**src/rtl/tt_sweep_pkg.sv**
```systemverilog
// Shared types and constants for the truth-table sweep checker.
// With TT_SWEEP_ERRCNT_EN defined, the checker also exports a mismatch count.
package tt_sweep_pkg;

    localparam int VEC_W   = 3;
    localparam int NUM_VEC = 8;
    localparam int CNT_W   = 4;

    typedef enum logic [1:0] {
        ST_IDLE   = 2'd0,
        ST_SETTLE = 2'd1,
        ST_SAMPLE = 2'd2,
        ST_DONE   = 2'd3
    } state_e;

    function automatic logic [3:0] popcount8(input logic [NUM_VEC-1:0] v);
        logic [3:0] n;
        n = '0;
        for (int i = 0; i < NUM_VEC; i++) begin
            n = n + {3'b000, v[i]};
        end
        return n;
    endfunction

endpackage

```
**src/rtl/tt_settle_timer.sv**
```systemverilog
// Clearable settle counter; expired marks the final settle cycle of a vector.
module tt_settle_timer
    import tt_sweep_pkg::*;
#(
    parameter int unsigned SETTLE_CYCLES = 2
) (
    input  logic clk,
    input  logic rst,
    input  logic clr,
    input  logic en,
    output logic expired
);

    logic [CNT_W-1:0] count_q, count_d;

    always_comb begin
        count_d = count_q;
        if (clr) begin
            count_d = '0;
        end else if (en) begin
            count_d = count_q + CNT_W'(1);
        end
    end

    always_ff @(posedge clk or posedge rst) begin
        if (rst) begin
            count_q <= '0;
        end else begin
            count_q <= count_d;
        end
    end

    // Asserted while counting the last of SETTLE_CYCLES settle cycles.
    assign expired = en && (count_q == CNT_W'(SETTLE_CYCLES - 1));

endmodule

```
**config.mk**
```make
export PLATFORM = sky130hd
export DESIGN_NAME = tt_settle_timer
export DESIGN_NICKNAME = d
export VERILOG_FILES = /design/src/rtl/tt_sweep_pkg.sv /design/src/rtl/tt_settle_timer.sv
export SDC_FILE = /design/constraint.sdc
export NUM_CORES = 1
export LEC_CHECK = 0
export ABC_AREA = 1
export ABC_CLOCK_PERIOD_IN_PS = 1300
export BUFFER_PORTS_ARGS = -buffer_cell sky130_fd_sc_hd__buf_2
export CELL_PAD_IN_SITES_DETAIL_PLACEMENT = 2
export CELL_PAD_IN_SITES_GLOBAL_PLACEMENT = 2
export CORE_AREA = 3 3 40 42
export CTS_CLUSTER_DIAMETER = 100
export DETAILED_ROUTE_END_ITERATION = 10
export DIE_AREA = 0 0 43 45
export PLACE_DENSITY_LB_ADDON = 0.05
export SETUP_SLACK_MARGIN = 0.3
export SLEW_MARGIN = 20
export SYNTH_ARGS = -nofsm -noshare
export SYNTH_HDL_FRONTEND = slang
export SYNTH_SLANG_ARGS = --single-unit
```
**constraint.sdc**
```tcl
create_clock -name clk -period 1.3 [get_ports clk]
set_input_delay 0.26 -clock clk [delete_from_list [all_inputs] [get_ports clk]]
set_output_delay 0.26 -clock clk [all_outputs]
set_load 0.05 [all_outputs]
```
* Yosys cells after proc, flatten, opt, wreduce, memory -nomap -nowiden
Index checks and enable logic that the tools add are counted.
** Word-level totals
- Bits in registers :: 4
- Output and inout port bits :: 1
- Logic and storage cells :: 7
** Cells by class
- Add/sub/neg operators :: 1
- Equality and inequality tests :: 1
- Multiplexer cells :: 2
- Reductions and logical operators :: 2
** Operators by type and width (count)
- 4-bit two-way mux :: 2
- 4-bit by 1-bit adder with 4-bit output (second input constant) :: 1
- 4-bit by 1-bit equality test with 1-bit output (second input constant) :: 1
- 2-bit nonzero test :: 1
- 1-bit logical AND :: 1

* Depth between registers and ports, before layout
- Depth in word-level cells :: 3
- Gate-level depth with buffers :: 5

* Worst setup path after synthesis
OpenSTA, ideal clock, no wires.
- Kind :: register to output
- Start point :: reg count_q[1]
- End point :: out expired
- Data arrival time :: 1648 ps
- Required time :: 1040 ps
- Slack :: -608 ps
- Cell stages (with the launch flop) :: 5
- Buffers on the path :: 0
- Cells stage by stage :: dfrtp_1 inv_1 ha_1 nand2_1 nor3_1
** Between the ends
- Longest elaborated chain between the ends :: 2
** Ends and longest elaborated chain
- start, declared :: line tt_settle_timer.sv:14 : logic [CNT_W-1:0] count_q, count_d;
- start signal, assigned :: line tt_settle_timer.sv:29 : count_q <= count_d;
- 4-bit by 1-bit equality test with 1-bit output :: line tt_settle_timer.sv:34 : assign expired = en && (count_q == CNT_W'(SETTLE_CYCLES - 1));
- 1-bit logical AND :: line tt_settle_timer.sv:34
- end, declared :: line tt_settle_timer.sv:11 : output logic expired
No other way between the ends.

* Worst setup path after layout
Ends and elaborated chain as after synthesis.

==> results.yml <==
critical_path:
  cp.required_ns: 1.04
  path_cells: "inv_1 > ha_1 > nand2_2 > nor3_4 > buf_6"
  crit_buf_inv: 2
  arrival_ns: 1.15
  crit_slowest_cell: "dfrtp_1"
  path_class: "reg -> out"
  crit_path_start_kind: "flip-flop"
  crit_family: "flip-flops"
  end_kind: "output pin"
  critPathMaxFanout: 2
  cpPeakStageDelay_ns: 0.37
sta:
  skew_ns: 0.00237
  final-max-slew-violation-count: 0
  min_period_ns: 1.41
  max_freq_mhz: 710
  post-route-period-util: 1.08
  slew_headroom: 0.869
  worstMarginPinSlew_ns: 0.196
  fin_tns_setup_ns: -0.109
  setup_viol: 1
  rsz0062_at_grt: "yes"
  hold_violations: 0
  setup_slack_ns: -0.109
synthesis:
  synth.area.top_cells: "dfrtp_1 (44%), ha_1 (11%), nand2_1 (9.9%), inv_1 (8.3%), a21oi_1 (6.6%)"
  synth_area_leader_cell: "dfrtp_1"
  synth_top_area_frac: 0.442
  ys_seq_area_frac: 0.442
  syn_avg_cell_area_um2: 8.09
  netlist_area_um2: 226
  synth_seq_cells: 4
  yosysUniqueCellTypes: 11
  netlist_instances: 28
  syn_nets: 34
  ys_warn_count: 0
detailed_routing:
  drtPass1Iterations: 1
  route.final.wire_length_um: 618
  drc: 0
  wirelength_met1_um: 237
  dr_wl_met3_um: 6
  drt-vias-per-instance: 4.06
  wl_met2_um: 354
  ant_nets: 0
  wl_per_cell_um: 11.4
  highest-signal-layer: "met4"
  initialDrtViolationCount: 0
  vias: 219
placed_design:
  port_buffers: 4
  gp_congestion: 0.665
  dpl.hpwl_um: 515
  place_ws_ns: 0.0212
  dpl_cell_area_um2: 292
  placedCellCount: 49
layout:
  top_regs: "count_q (4)"
  area_delta_synth_final_pct: 51.4
  largest_register: "count_q"
  largest_register_ffs: 4
  fin_cells: 54
  final_area_um2: 343
  diodes: 0
  finalCoreUtilization: 0.267
  layout-drive-gt1-share: 0.385
  nNetsFinal: 47
  fill_cells: 155
floorplan:
  io_pins: 5
  die_area_um2: 1940
  start_util: 0.176
  dieWidth_um: 43
  num_rows: 13
  die_height_um: 45
  core_area_um2: 1280
grt:
  grt_overflow: 0
  grt_pass1_wl_um: 1090
  antenna_found_initial: 0
  track_usage: 0.0843
  grt_pass1_vias: 260
  grt_max_degree: 6
pwr:
  p_per_area_nw_per_um2: 1600
  ir_worst_vdd_v: 0.000449
  cellLeakagePower_nw: 0.174
clock_network:
  cts_buffers: 3
  clock_tree.root_cell: "clkbuf_4"
  cts.path.max_buffers: 2
  cts-htree-levels: 1
  numClockSinks: 4
  clk_latency_ns: 0.23
  cts_tree: "yes"
  clkTransAtPathRegs_ns: 0.04
status:
  violations: "setup timing"
  status: "finished with violations"
run:
  maxCapViolCount: 0
worst_hold_path:
  hold_class: "in -> reg"
## what timing repair did
item | CTS | global route
gates resized for setup | 4 | 0
pin swaps | 1 | 0
setup endpoints to repair | 2 | 3
setup buffers | 0 | 1
hold buffers | 1 | 0
hold endpoints to repair | 4 | 0
## Yosys cell counts
library cell / n
nand2_1: 6
inv_1: 5
dfrtp_1: 4
a21oi_1: 3
ha_1: 2
nand3_1: 2
nor2_1: 2
nor2_2: 1
nor2_4: 1
nor3_1: 1
o21ai_0: 1
## power by group
group	switching [mW]	internal [mW]	leakage, nW
clock network	0.0502	0.103	0.0138
logic	0.124	0.104	0.106
registers	0.0166	0.150	0.0535
total	0.191	0.357	0.174
## path summary, 6_finish.rpt
check	end	cells after the start	slack [ns]	startpoint
max in group asynchronous	count_q[1]$_DFFE_PP0P_	3	0.66	rst
min in group asynchronous	count_q[3]$_DFFE_PP0P_	3	0.47	rst
max	expired	5	-0.11	count_q[1]$_DFFE_PP0P_
min reg2reg	count_q[1]$_DFFE_PP0P_	2	0.60	count_q[0]$_DFFE_PP0P_
max reg2reg	count_q[2]$_DFFE_PP0P_	5	0.21	count_q[1]$_DFFE_PP0P_
min	count_q[3]$_DFFE_PP0P_	4	0.32	clr
## cell usage in the layout (no fill, tap or decap)
| master | count |
|---|---|
| buf_4 | 3 |
| nor2_2 | 1 |
| ha_2 | 1 |
| nand3_1 | 2 |
| nor3_4 | 1 |
| ha_1 | 1 |
| nor2_4 | 1 |
| nand2_2 | 1 |
| dlygate4sd3_1 | 1 |
| o21ai_0 | 1 |
| buf_2 | 3 |
| a21oi_1 | 3 |
| nor2_1 | 2 |
| dfrtp_1 | 4 |
| nand2_1 | 5 |
| clkbuf_4 | 3 |
| buf_6 | 1 |
| inv_1 | 5 |
## stage by stage
step,power (mW),hold slack [ns]
global route,0.603,0.332
floorplan,0.291,0.0261
finish,0.548,0.321
CTS,0.554,0.322
detailed placement,0.367,0.165
global placement,0.360,0.159
## kinds of logic (layout without fill, tap and decap cells)
group | Yosys count | after routing | synth area share
and+or+nand+nor | 13 | 13 | 0.276
adders and majority gates | 2 | 2 | 0.110
DFF | 4 | 4 | 0.442
buffers and inverters | 5 | 16 | 0.0829
AOI/OAI and AO/OA | 4 | 4 | 0.0884
## cell type report
| cell class | instances | area, µm² | area share |
|---|---|---|---|
| repair buffers | 8 | 58.8 | 0.172 |
| well taps | 15 | 18.8 | 0.0547 |
| multi-input cells | 19 | 124 | 0.361 |
| flip-flops and latches | 4 | 100 | 0.292 |
| inverters | 5 | 18.8 | 0.0547 |
| clock buffers | 3 | 22.5 | 0.0657 |
## routing by layer
metal | global-route usage | vias to the layer above
met2 | 0.147 | 3
li1 | - | 110
met5 | 0 | -
met4 | 0.108 | 0
met3 | 0.0120 | 2
met1 | 0.0752 | 104
## worst min-delay path: stages
cell	delay, ns
buf_2	0.10
inv_1	0.06
nand2_1	0.06
nor2_1	0.03
Power figures use the tool's default switching activity.
